## config.mk

```make
export PLATFORM = sky130hd
export DESIGN_NAME = residual_block_stream
export DESIGN_NICKNAME = d
export VERILOG_FILES = /design/src/rtl/residual_block_stream.sv
export SDC_FILE = /design/constraint.sdc
export NUM_CORES = 1
export LEC_CHECK = 0
export CAP_MARGIN = 40
export CORE_MARGIN = 3
export CORE_UTILIZATION = 50
export CTS_BUF_LIST = sky130_fd_sc_hd__clkbuf_16
export CTS_CLUSTER_SIZE = 24
export DETAILED_ROUTE_END_ITERATION = 6
export GPL_ROUTABILITY_DRIVEN = 1
export GPL_TIMING_DRIVEN = 1
export PLACE_DENSITY_LB_ADDON = 0.15
export SLEW_MARGIN = 40
export SYNTH_ARGS = -nofsm -noshare
export SYNTH_HDL_FRONTEND = slang
export SYNTH_SLANG_ARGS = --single-unit
```

## constraint.sdc

```tcl
create_clock -name clk -period 14.65 [get_ports clk]
set_clock_uncertainty 0.05 [all_clocks]
set_input_delay 2.93 -clock clk [delete_from_list [all_inputs] [get_ports clk]]
set_output_delay 2.93 -clock clk [all_outputs]
set_load 0.01 [all_outputs]
```

## src/rtl/residual_block_stream.sv

```systemverilog
// -----------------------------------------------------------------------------
// residual_block_stream
//
// Sequential residual block. A whole input tensor is accepted on a flat bus,
// then a single multiply-accumulate unit walks the valid (no-pad) KxK
// convolution over C_in channels, one MAC per clock. The shortcut is either a
// 1x1 projection conv with its own weights or the identity. Each conv
// accumulator is arithmetically shifted, the shortcut is added, and the sum is
// clamped to [0, 2^(DW-1)-1], which is ReLU plus saturation. The complete
// output tensor is then presented on a flat bus until the consumer takes it.
//
// Ports
//   clk            rising-edge clock
//   rst            asynchronous, active-low reset
//   in_valid       input tensor offered
//   in_ready       block can take a tensor (high only in IDLE)
//   input_tensor   flat [c][y][x]; element i at [i*DW +: DW]
//   out_valid      output tensor available (DONE)
//   out_ready      consumer takes the output tensor
//   output_tensor  flat [co][oy][ox], same packing
//   w_we           weight write strobe (honoured only in IDLE or DONE)
//   w_addr         conv weights [co][ci][ky][kx] first, then projection [co][ci]
//   w_data         signed weight value
//   busy           high in LOAD / CONV / PROJ / WRITE
//   state_dbg      current FSM state encoding, for observation
//
// Handshake: a transfer happens on a rising edge where valid and ready are
// both high. The producer holds valid and data steady until that edge. Ready
// may be asserted or withdrawn freely. A ready edge while valid is low does
// nothing.
// -----------------------------------------------------------------------------
module residual_block_stream #(
   parameter int DATA_WIDTH              = 8,
   parameter int IN_CHANNELS             = 1,
   parameter int OUT_CHANNELS            = 1,
   parameter int IN_HEIGHT               = 4,
   parameter int IN_WIDTH                = 4,
   parameter int KERNEL_SIZE             = 2,
   parameter int STRIDE                  = 1,
   parameter int USE_PROJECTION_SHORTCUT = 1,
   parameter int ACC_WIDTH               = 24,
   parameter int SHIFT                   = 0,
   localparam int OUT_H    = (IN_HEIGHT - KERNEL_SIZE) / STRIDE + 1,
   localparam int OUT_W    = (IN_WIDTH - KERNEL_SIZE) / STRIDE + 1,
   localparam int IN_SIZE  = IN_CHANNELS * IN_HEIGHT * IN_WIDTH,
   localparam int OUT_SIZE = OUT_CHANNELS * OUT_H * OUT_W,
   localparam int CONV_NW  = OUT_CHANNELS * IN_CHANNELS * KERNEL_SIZE * KERNEL_SIZE,
   localparam int NW       = CONV_NW + OUT_CHANNELS * IN_CHANNELS,
   localparam int AW       = (NW > 1) ? $clog2(NW) : 1
) (
   input  logic                           clk,
   input  logic                           rst,
   input  logic                           in_valid,
   output logic                           in_ready,
   input  logic [IN_SIZE*DATA_WIDTH-1:0]  input_tensor,
   output logic                           out_valid,
   input  logic                           out_ready,
   output logic [OUT_SIZE*DATA_WIDTH-1:0] output_tensor,
   input  logic                           w_we,
   input  logic [AW-1:0]                  w_addr,
   input  logic signed [DATA_WIDTH-1:0]   w_data,
   output logic                           busy,
   output logic [2:0]                     state_dbg
);

   localparam int PLANE = IN_HEIGHT * IN_WIDTH;
   localparam int XI_W  = (IN_SIZE > 1) ? $clog2(IN_SIZE) : 1;
   localparam int OT_W  = $clog2(OUT_SIZE * DATA_WIDTH);
   localparam logic signed [ACC_WIDTH-1:0] MAX_POS =
      ACC_WIDTH'((1 << (DATA_WIDTH - 1)) - 1);

   typedef enum logic [2:0] {
      S_IDLE  = 3'd0,
      S_LOAD  = 3'd1,
      S_CONV  = 3'd2,
      S_PROJ  = 3'd3,
      S_WRITE = 3'd4,
      S_DONE  = 3'd5
   } state_t;

   state_t state;

   // Captured input tensor and weight store
   logic signed [DATA_WIDTH-1:0] x_buf [IN_SIZE];
   logic signed [DATA_WIDTH-1:0] w_mem [NW];

   // Loop counters: kernel position (ci, ky, kx) and output position (co, oy, ox)
   logic [15:0] ci, ky, kx, co, oy, ox;

   logic signed [ACC_WIDTH-1:0] acc;
   logic signed [ACC_WIDTH-1:0] sc;

   // Datapath selects and results
   int                             x_pos, sc_pos, cw_pos, pw_pos, o_pos;
   logic [XI_W-1:0]                x_idx, sc_idx;
   logic [AW-1:0]                  cw_idx, pw_idx;
   logic [OT_W-1:0]                o_base;
   logic signed [DATA_WIDTH-1:0]   x_sel, w_sel;
   logic signed [2*DATA_WIDTH-1:0] prod;
   logic signed [ACC_WIDTH-1:0]    prod_ext;
   logic signed [ACC_WIDTH-1:0]    sc_eff;
   logic signed [ACC_WIDTH-1:0]    res;
   logic [DATA_WIDTH-1:0]          q;
   logic                           last_tap, last_proj, last_elem;

   assign state_dbg = state;

   // ky and kx are zero outside CONV, so in PROJ x_pos addresses the
   // top-left tap x[ci][oy*S][ox*S], which is what the 1x1 shortcut needs.
   always_comb begin
      x_pos  = int'(ci) * PLANE
             + (int'(oy) * STRIDE + int'(ky)) * IN_WIDTH
             + int'(ox) * STRIDE + int'(kx);
      sc_pos = int'(co) * PLANE
             + int'(oy) * STRIDE * IN_WIDTH
             + int'(ox) * STRIDE;
      cw_pos = ((int'(co) * IN_CHANNELS + int'(ci)) * KERNEL_SIZE + int'(ky))
               * KERNEL_SIZE + int'(kx);
      pw_pos = CONV_NW + int'(co) * IN_CHANNELS + int'(ci);
      o_pos  = int'(co) * OUT_H * OUT_W + int'(oy) * OUT_W + int'(ox);

      x_idx  = XI_W'(x_pos);
      sc_idx = XI_W'(sc_pos);
      cw_idx = AW'(cw_pos);
      pw_idx = AW'(pw_pos);
      o_base = OT_W'(o_pos * DATA_WIDTH);

      x_sel    = x_buf[x_idx];
      w_sel    = (state == S_PROJ) ? w_mem[pw_idx] : w_mem[cw_idx];
      prod     = x_sel * w_sel;
      prod_ext = ACC_WIDTH'(prod);

      if (USE_PROJECTION_SHORTCUT != 0) begin
         sc_eff = sc;
      end else begin
         sc_eff = ACC_WIDTH'(x_buf[sc_idx]);
      end

      // The shift, the add and the clamp all happen at accumulator width,
      // so a large negative conv sum cannot wrap into a positive output.
      res = (acc >>> SHIFT) + sc_eff;
      if (res < 0) begin
         q = '0;
      end else if (res > MAX_POS) begin
         q = MAX_POS[DATA_WIDTH-1:0];
      end else begin
         q = res[DATA_WIDTH-1:0];
      end

      last_tap  = (ci == 16'(IN_CHANNELS - 1)) && (ky == 16'(KERNEL_SIZE - 1)) &&
                  (kx == 16'(KERNEL_SIZE - 1));
      last_proj = (ci == 16'(IN_CHANNELS - 1));
      last_elem = (ox == 16'(OUT_W - 1)) && (oy == 16'(OUT_H - 1)) &&
                  (co == 16'(OUT_CHANNELS - 1));
   end

   // Weight store. Writes land only while no computation is in flight.
   always_ff @(posedge clk or negedge rst) begin
      if (!rst) begin
         for (int i = 0; i < NW; i++) begin
            w_mem[i] <= '0;
         end
      end else if (w_we && (state == S_IDLE || state == S_DONE) &&
                   (int'(w_addr) < NW)) begin
         w_mem[w_addr] <= w_data;
      end
   end

   // Control FSM and datapath registers
   always_ff @(posedge clk or negedge rst) begin
      if (!rst) begin
         state         <= S_IDLE;
         in_ready      <= 1'b1;
         out_valid     <= 1'b0;
         busy          <= 1'b0;
         output_tensor <= '0;
         acc           <= '0;
         sc            <= '0;
         ci            <= '0;
         ky            <= '0;
         kx            <= '0;
         co            <= '0;
         oy            <= '0;
         ox            <= '0;
         for (int i = 0; i < IN_SIZE; i++) begin
            x_buf[i] <= '0;
         end
      end else begin
         case (state)
            S_IDLE: begin
               // in_ready is always high here, so in_valid alone completes the handshake
               if (in_valid) begin
                  for (int i = 0; i < IN_SIZE; i++) begin
                     x_buf[i] <= input_tensor[i*DATA_WIDTH +: DATA_WIDTH];
                  end
                  in_ready <= 1'b0;
                  busy     <= 1'b1;
                  acc      <= '0;
                  sc       <= '0;
                  ci       <= '0;
                  ky       <= '0;
                  kx       <= '0;
                  co       <= '0;
                  oy       <= '0;
                  ox       <= '0;
                  state    <= S_LOAD;
               end
            end

            S_LOAD: begin
               state <= S_CONV;
            end

            S_CONV: begin
               acc <= acc + prod_ext;
               // Taps are walked with kx fastest, then ky, then ci
               if (last_tap) begin
                  kx    <= '0;
                  ky    <= '0;
                  ci    <= '0;
                  state <= (USE_PROJECTION_SHORTCUT != 0) ? S_PROJ : S_WRITE;
               end else if (kx == 16'(KERNEL_SIZE - 1)) begin
                  kx <= '0;
                  if (ky == 16'(KERNEL_SIZE - 1)) begin
                     ky <= '0;
                     ci <= ci + 16'd1;
                  end else begin
                     ky <= ky + 16'd1;
                  end
               end else begin
                  kx <= kx + 16'd1;
               end
            end

            S_PROJ: begin
               sc <= sc + prod_ext;
               if (last_proj) begin
                  ci    <= '0;
                  state <= S_WRITE;
               end else begin
                  ci <= ci + 16'd1;
               end
            end

            S_WRITE: begin
               output_tensor[o_base +: DATA_WIDTH] <= q;
               acc <= '0;
               sc  <= '0;
               if (last_elem) begin
                  ox        <= '0;
                  oy        <= '0;
                  co        <= '0;
                  busy      <= 1'b0;
                  out_valid <= 1'b1;
                  state     <= S_DONE;
               end else begin
                  // Output elements are produced with ox fastest, then oy, then co
                  if (ox == 16'(OUT_W - 1)) begin
                     ox <= '0;
                     if (oy == 16'(OUT_H - 1)) begin
                        oy <= '0;
                        co <= co + 16'd1;
                     end else begin
                        oy <= oy + 16'd1;
                     end
                  end else begin
                     ox <= ox + 16'd1;
                  end
                  state <= S_CONV;
               end
            end

            S_DONE: begin
               if (out_ready) begin
                  out_valid <= 1'b0;
                  in_ready  <= 1'b1;
                  state     <= S_IDLE;
               end
            end

            default: begin
               state     <= S_IDLE;
               in_ready  <= 1'b1;
               out_valid <= 1'b0;
               busy      <= 1'b0;
            end
         endcase
      end
   end

endmodule
```

==> results_dict.tcl <==
set metrics [dict create \
    dpl_worst_slack_ns 4.35 \
    die_w_um 228 \
    critPathRequiredTime_ns 15.02 \
    synth.distinct_cells 72 \
    drt_iter0_drc 1184 \
    synth_largest_area_cell "dfrtp_1" \
    cts_tree "done" \
    io_buffers 221 \
    dieArea_um2 51800 \
    avgSynthCellArea_um2 10.6 \
    overflow 0 \
    slew_viol_final 0 \
    die_h_um 228 \
    first_pass_iters 5 \
    yosys.cell_count.top_type "dfrtp_1" \
    crit_top_cell "fa_1" \
    clock_path_buffers 3 \
    holdBufCountCts 0 \
    fin_crit_ns 10.11 \
    synth_edf_count 0 \
    drt_wl_total_mm 59.7 \
    relSlewSlack_pct 43.1 \
    syn_area_um2 24500 \
    post-cts-setup-buffers 0 \
    start_util_pct 51.0 \
    fin_cells 3205 \
    ioPinCount 222 \
    drive_gt1_share_pct 15.8 \
    finalSetupViolCount 0 \
    fillers 4010 \
    start_kind "flop" \
    area_growth_pct 17.5 \
    period_share_pct 69.0 \
    fmax_mhz 98.9 \
    async_reset_ff_share_pct 100 \
    track_usage_pct 23.3 \
    insertion_delay_ns 0.59 \
    drc 0 \
    final_core_util_pct 59.9 \
    clkSlewWorstSetupHoldPaths_ns 0.06 \
    final.setup.tns_ns 0 \
    clkSinkCount 390 \
    hold_viol 0 \
    synth_warnings 0 \
    placed_cells 3125 \
    avgRoutedWirePerCell_um 18.6 \
    synthFlopType "dfrtp_1" \
    cts_buffers 44 \
    nets 2858 \
    grt_max_degree 159 \
    cp_max_fo 8 \
    syn-num-nets 2650 \
    drt.antenna.violating_nets 0 \
    synth_top_area_share_pct 39.7 \
    grt_antenna_before_repair 4 \
    dp_hpwl_mm 44.5 \
    criticalPathCategory "flop to flop" \
    grt_pass1_wl_mm 96.5 \
    critPathSlowestCell "mux4_2" \
    place_congestion 0.829 \
    cpPeakStageDelay_ns 0.65 \
    arrival_ns 10.49 \
    hold_path.class "flop to flop" \
    rrSetupSlack_ns 4.54 \
    grt_pass1_vias 18400 \
    rows 80 \
    end_kind "flop" \
    cap_violations 0 \
    cts_htree_levels 2 \
    cts_resized 0 \
    synthTopCellsByCount "dfrtp_1, mux2_2, o21ai_0" \
    synthTopCellsByArea "dfrtp_1, mux2_2, ha_1, fa_1, mux4_2" \
    core_area_um2 48100 \
    rsz0062_at_grt "no" \
    cp_top_family "adder cells" \
    cts-root-buf "clkbuf_16" \
    worst_slack_ns 4.54 \
    vias_per_cell 5.71 \
    vias 18300 \
    worst_pin_slew_ns 0.854 \
    syn_inst 2308 \
    path_buf_inv 4 \
    ys_seq_area_share_pct 39.8 \
    ys_ff_latch 390 \
    status "finished clean" \
]
==> final cells by class <==
| cell class | instances | area [um2] | area share, % |
|---|---|---|---|
| multi-input combinational | 1684 | 13900 | 48.3 |
| clock buffer | 44 | 1100 | 3.82 |
| clock inverter | 34 | 231 | 0.803 |
| tap | 656 | 821 | 2.85 |
| sequential | 390 | 9760 | 33.8 |
| inverter | 156 | 586 | 2.03 |
| timing repair buffer | 240 | 2400 | 8.33 |
| antenna | 1 | 2.50 | 0.00868 |
==> kinds of logic (layout without fill, tap and decap cells) <==
kind of cell | Yosys count | after routing | share of synthesized area [%]
compound gates | 459 | 459 | 11.5
other cells | 0 | 1 | 0
xor+xnor | 105 | 105 | 3.78
fa+ha+maj | 198 | 198 | 12.2
buf+inv | 234 | 474 | 3.73
mux | 292 | 292 | 16.0
flops | 390 | 390 | 39.8
simple gates | 630 | 630 | 13.1
==> layer usage <==
| layer | vias up | share of wire, % | global-route usage (%) | wire length, um |
|---|---|---|---|---|
| li1 | 8663 | - | - | - |
| met1 | 9104 | 46 | 32.5 | 27200 |
| met2 | 437 | 46 | 37.4 | 27700 |
| met3 | 91 | 5.7 | 4.85 | 3430 |
| met4 | 6 | 2.3 | 6.11 | 1350 |
| met5 | - | 0.069 | 0 | 41 |
==> placed cells by master, fill, tap and decap left out, drive strengths merged, types with 10 or more instances in the layout <==
master,Yosys,routed
nand2,168,168
and3,50,50
xor2,45,45
o21a,13,13
dfrtp,389,389
nand4,18,18
or3,12,12
mux4,56,56
mux2,233,233
ha,130,130
nor3,34,34
nor2b,30,30
inv,156,172
a21oi,101,101
nor3b,11,11
a211oi,10,10
buf,13,20
a21o,21,21
fa,68,68
o22ai,11,11
nor2,117,117
a31oi,20,20
o21ai,190,190
o21bai,13,13
a22o,14,14
nand3,58,58
and2,56,56
clkdlybuf4s50,0,220
or2,13,13
clkinv,0,15
nand2b,22,22
xnor2,60,60
nor4,15,15
o31ai,12,12
clkbuf,65,44
==> worst reg2reg max path, delay by kind of cell, from the launching register on <==
kind	cells	cell delay (ns)
flip-flops	1	0.49
buffers and inverters	4	0.19
XOR/XNOR	5	1.20
multiplexers	1	0.65
AND/OR/NAND/NOR	6	1.00
AO/OA/AOI/OAI	12	2.30
adder cells (fa/ha/maj)	9	4.04
==> flip-flops by register name, summed over array words and instances, names as in the netlist, 3 cells and up <==
signal	flops
x_buf	128
output_tensor	72
w_mem	40
acc	24
sc	24
ci	16
co	16
kx	16
ky	16
ox	16
oy	16
state_dbg	3
==> per-stage QoR <==
step | hold slack, ns | instance area (um2)
final | 0.433 | 28800
after global routing | 0.442 | 28800
after CTS | 0.438 | 28800
after detailed placement | 0.422 | 27500
after global placement | 0.420 | 27400
after floorplan | 0.402 | 24500
==> worst paths after layout <==
kind	to	startpoint	depth (start not counted)
setup / recovery	sc[22]	oy[0]	37
max in group asynchronous	x_buf[44]	rst	4
hold reg to reg	output_tensor[63]	output_tensor[63]	1
min in group asynchronous	output_tensor[55]	rst	1
setup reg to reg	sc[22]	oy[0]	37
hold / removal	output_tensor[63]	output_tensor[63]	1
Power is not shown: default switching activity piles up to over one toggle a cycle in this logic, so the estimate is an artifact.
==> patch 1: new RTL, config.mk and constraints unchanged <==
Make the reset (`rst`) synchronous in 2 clocked blocks. Comments in the files are not updated.
--- a/src/rtl/residual_block_stream.sv
+++ b/src/rtl/residual_block_stream.sv
@@ -156,5 +156,5 @@
 
    // Weight store. Writes land only while no computation is in flight.
-   always_ff @(posedge clk or negedge rst) begin
+   always_ff @(posedge clk) begin
       if (!rst) begin
          for (int i = 0; i < NW; i++) begin
@@ -168,5 +168,5 @@
 
    // Control FSM and datapath registers
-   always_ff @(posedge clk or negedge rst) begin
+   always_ff @(posedge clk) begin
       if (!rst) begin
          state         <= S_IDLE;
Check against the original RTL: not settled (the Yosys comparison gave no result); the edit may change what the design does.
==> patch 1 against the unedited design <==
- routed wire length increased by 4.5%
- synthesized cell count increased by 6.8%
- fmax grew 0.54%
- sequential share of layout area up 1.0 points
- area after synthesis rose by 0.82%
- cell area rose by 1.5%
- setup slack better by 0.055 ns
- core utilization rose by 0.64 points
- sequential cell count is 24 higher
- worst hold slack got worse by 0.037 ns
- first-iteration DRC count is 28% higher
- critical path type unchanged
Power is left out: the tool's default activity adds up to more than one toggle a clock period on the data nets, which glitch-free logic cannot reach.
==> patch 1: results (changes against the unedited design) <==
| Metric | Value |
|---|---|
| Cell variety after synth | `79 (+9.7%)` |
| Hpwl dp | `45.5 mm (+2.4%)` |
| Largest net degree at the start of global routing | `81 (-49%)` |
| H-tree Lvls | `2 (unchanged)` |
| Ys async rst share | `0% (-100 points)` |
| CTS root buffer | `clkbuf_16` |
| CTS Buffer Depth | `3 (unchanged)` |
| All-Layer GR Usage | `23.6% (+0.33 points)` |
| Vias in the first global route | `18900 (+3.1%)` |
| Clk_lat worst skew | `0.58 ns` |
| Fill cells | `4041 (+0.77%)` |
| Post-CTS setup repair buffer count | `0 (unchanged)` |
| CTS-repair resized insts | `0 (unchanged)` |
| # hold bufs at CTS | `0 (unchanged)` |
| Top FF cell, synth | `dfxtp_1` |
| GP Congestion | `0.877 (+5.8%)` |
| Dominant cells by area after synthesis | `edfxtp_1 (23%), dfxtp_1 (18%), ha_1 (6.6%), mux4_2 (6.6%), and2_1 (5.7%)` |
| Sequential element share of the synthesized area | `41.3% (+1.5 points)` |
| Pre-Repair DR Iteration Count | `7 (+2)` |
| Initial DRC Count | `1516 (+28%)` |
| Worst rel slew slack | `43.0% (-0.045 points)` |
| Setup TNS | `0 ns (unchanged)` |
| Crit-path slowest cell | `mux4_2` |
| Synth cell count leaders | `nor2_1 (236), and2_1 (224), dfxtp_1 (222)` |
| Biggest regs | `x_buf: 128 flops, output_tensor: 72 flops, w_mem: 64 flops` |
| Initial antenna violation count | `2 (-2)` |
| CP Max Fanout | `18 (+10)` |
| Share of cells above drive strength 1 | `7.36% (-8.4 points)` |
| Antenna cell count | `0 (-1)` |
| CP max stage delay | `0.67 ns (+0.02 ns)` |
| Clock-pin slew on the worst setup and hold paths | `0.06 ns (about the same)` |
| Number of synthesized flops with an enable pin | `192 (+192)` |
| Vias per cell | `5.69 (-0.40%)` |
| Worst min-delay path category | `reg -> reg` |
| First-pass GRT wire length | `101 mm (+4.6%)` |
| Syn. warnings | `0 (unchanged)` |
| Wirelength, routed | `62.4 mm (+4.5%)` |
| Outcome | `complete, no violations` |
| Nets@finish | `3025 (+5.8%)` |
| CTS Buf Count | `46 (+4.5%)` |
| I/O Buffers | `221 (unchanged)` |
| Crit path DAT | `10.47 ns (-0.02 ns)` |
==> patch 1: cell count changes after synthesis, sizes merged, moves of 14 or more <==
cell     change
a211oi      +14
a22oi       +37
and2       +168
clkbuf      +14
dfrtp      -389
dfxtp      +222
edfxtp     +192
mux2       -230
mux4        +16
nor2       +126
nor2b       -16
o21ai       -47
o2bb2ai     +15
==> patch 1: layout make-up <==
type	count	share of cell area, %
Sequential cell	414	34.9
Multi-Input combinational cell	1826	46.9
Clock inverter	36	1.15
Clock buffer	48	4.10
Tap cell	656	2.80
Inverter	151	1.94
Timing Repair Buffer	244	8.22
==> patch 1: logic make-up after synthesis <==
kind of cell    share of synthesized area [%]
other cells                            0.0152
xor+xnor                                 4.50
flops                                    41.3
fa+ha+maj                                12.1
buf+inv                                  3.82
simple gates                             19.0
mux                                      7.34
compound gates                           12.0
==> patch 1: critical path: cells and delay by family (launching register included) <==
family	cells	cell delay, ns
and+or+nand+nor	5	0.83
xor gates and xnor gates	5	1.30
muxes	1	0.67
adders and majority gates	9	3.90
DFF	1	0.51
AOI/OAI and AO/OA	8	2.12
buffers and inverters	5	0.51
==> patch 1: stage by stage <==
| stage | area (µm²) | instances | hold WS, ns | setup WS, ns |
|---|---|---|---|---|
| after floorplan | 24800 | 2487 | 0.385 | 4.58 |
| after global placement | 27700 | 3290 | 0.386 | 4.71 |
| after detailed placement | 27700 | 3291 | 0.392 | 4.58 |
| after CTS | 29300 | 3375 | 0.400 | 4.55 |
| after global routing | 29300 | 3375 | 0.427 | 3.97 |
| final | 29300 | 3375 | 0.395 | 4.59 |
==> patch 1: per-layer routing <==
metal	GRT usage (%)	share of wire (%)	vias to the layer above
li1	-	-	9212
met2	39.9	48	490
met4	6.37	2.3	2
met5	0	0.018	-
met1	31.8	45	9397
met3	3.61	4.9	93
==> patch 1: final timing paths <==
check / start / endpoint / cells past startpoint / slack, ns
hold / removal: output_tensor[6] / output_tensor[6] / 2 / 0.40
hold reg to reg: output_tensor[6] / output_tensor[6] / 2 / 0.40
setup / recovery: ky[0] / acc[23] / 33 / 4.59
setup reg to reg: ky[0] / acc[23] / 33 / 4.59
==> patch 2: new RTL, same flow settings <==
Made on the original files. Change the parameter `IN_WIDTH` from 4 to 8.
--- a/src/rtl/residual_block_stream.sv
+++ b/src/rtl/residual_block_stream.sv
@@ -35,5 +35,5 @@
    parameter int OUT_CHANNELS            = 1,
    parameter int IN_HEIGHT               = 4,
-   parameter int IN_WIDTH                = 4,
+   parameter int IN_WIDTH                = 8,
    parameter int KERNEL_SIZE             = 2,
    parameter int STRIDE                  = 1,
Ports: changed (resized input_tensor and output_tensor); port bits go from 222 to 446. No check against the original RTL was run, so the function may have changed too.
==> patch 2 against the unedited design <==
- sequential cell count rose by 224
- die area rose by 36%
- routed wire length rose by 55%
- setup slack got worse by 0.44 ns
- cell count rose by 38%
- cell area rose by 44%
- area after synthesis rose by 37%
Power is left out: it rests on default switching activity, and per cell area and clock period it moved more than threefold.
==> patch 2: results (changes against the unedited design) <==
| Metric | Value |
|---|---|
| Cell count after synthesis | `3064 (+33%)` |
| Hpwl dp | `69.7 mm (+57%)` |
| H-tree Lvls | `3 (+1)` |
| Outcome | `complete, no violations` |
| Sequential element share of the synthesized area | `45.5% (+5.8 points)` |
| Non-clock inverters | `160 (+2.6%)` |
| Clk_lat worst skew | `0.63 ns (+0.04 ns)` |
| Hold path cells | `2 (+1)` |
| Initial antenna violation count | `16 (+12)` |
| Least-Margin Pin Slew | `0.822 ns (-0.0319 ns)` |
| First-pass GRT wire length | `147 mm (+52%)` |
| R2R cell count | `40 (+8.1%)` |
| Non-clock buffer share | `11.7% (+3.4 points)` |
| Biggest regs | `x_buf: 256 flops, output_tensor: 168 flops, w_mem: 40 flops` |
| Multi-input combinational gate total | `2163 (+28%)` |
| Multi-input gate area | `17300 µm² (+24%)` |
| Fill cells | `5240 (+31%)` |
| Antenna cell count | `8 (+7)` |
| Dominant cells by area after synthesis | `dfrtp_1 (45%), mux2_2 (9.9%), mux4_2 (6.4%), o21ai_0 (5.3%), ha_1 (5.1%)` |
| Post-DP Area | `39200 µm² (+43%)` |
| Clock-cell share | `5.30% (+0.68 points)` |
| Vias in the first global route | `26400 (+44%)` |
| Initial DRC Count | `1738 (+47%)` |
| Clock Buffer Count | `69 (+57%)` |
| Nets@finish | `3966 (+39%)` |
| GP Congestion | `0.878 (+5.9%)` |
| Sequential cell area share | `37.1% (+3.2 points)` |
| Synth cell count leaders | `dfrtp_1 (613), o21ai_0 (355), nand2_1 (317)` |
| Tap Cells | `864 (+32%)` |
| Non-Clock Buffer Count | `477 (+99%)` |
| Wirelength, routed | `92.8 mm (+55%)` |
| All-Layer GR Usage | `26.3% (+3.0 points)` |
| Post-Place Worst Slack | `3.85 ns (-0.504 ns)` |
[patch 2: logic make-up after synthesis]
| family | after synthesis | synth area share, % |
|---|---|---|
| simple gates | 808 | 11.3 |
| mux | 406 | 16.7 |
| compound gates | 636 | 10.9 |
| buf+inv | 287 | 3.33 |
| fa+ha+maj | 209 | 9.35 |
| xor+xnor | 104 | 2.83 |
| flops | 614 | 45.5 |
[patch 2: final timing paths]
check	start	endpoint	slack, ns
worst max-delay path	oy[0]	sc[23]	4.10
worst min-delay path	output_tensor[60]	output_tensor[60]	0.43
worst max register to register	oy[0]	sc[23]	4.10
worst min register to register	output_tensor[60]	output_tensor[60]	0.43
max in group asynchronous	rst	x_buf[100]	10.40
min in group asynchronous	rst	acc[17]	2.14
[patch 2: routing by layer]
layer  wire length, µm  global-route usage, %  part of all wire, %
met1             38400                   33.3                   41
met2             45100                   44.2                   49
met3              5380                   5.69                  5.8
met4              3800                   10.5                  4.1
met5                94                      0                 0.10
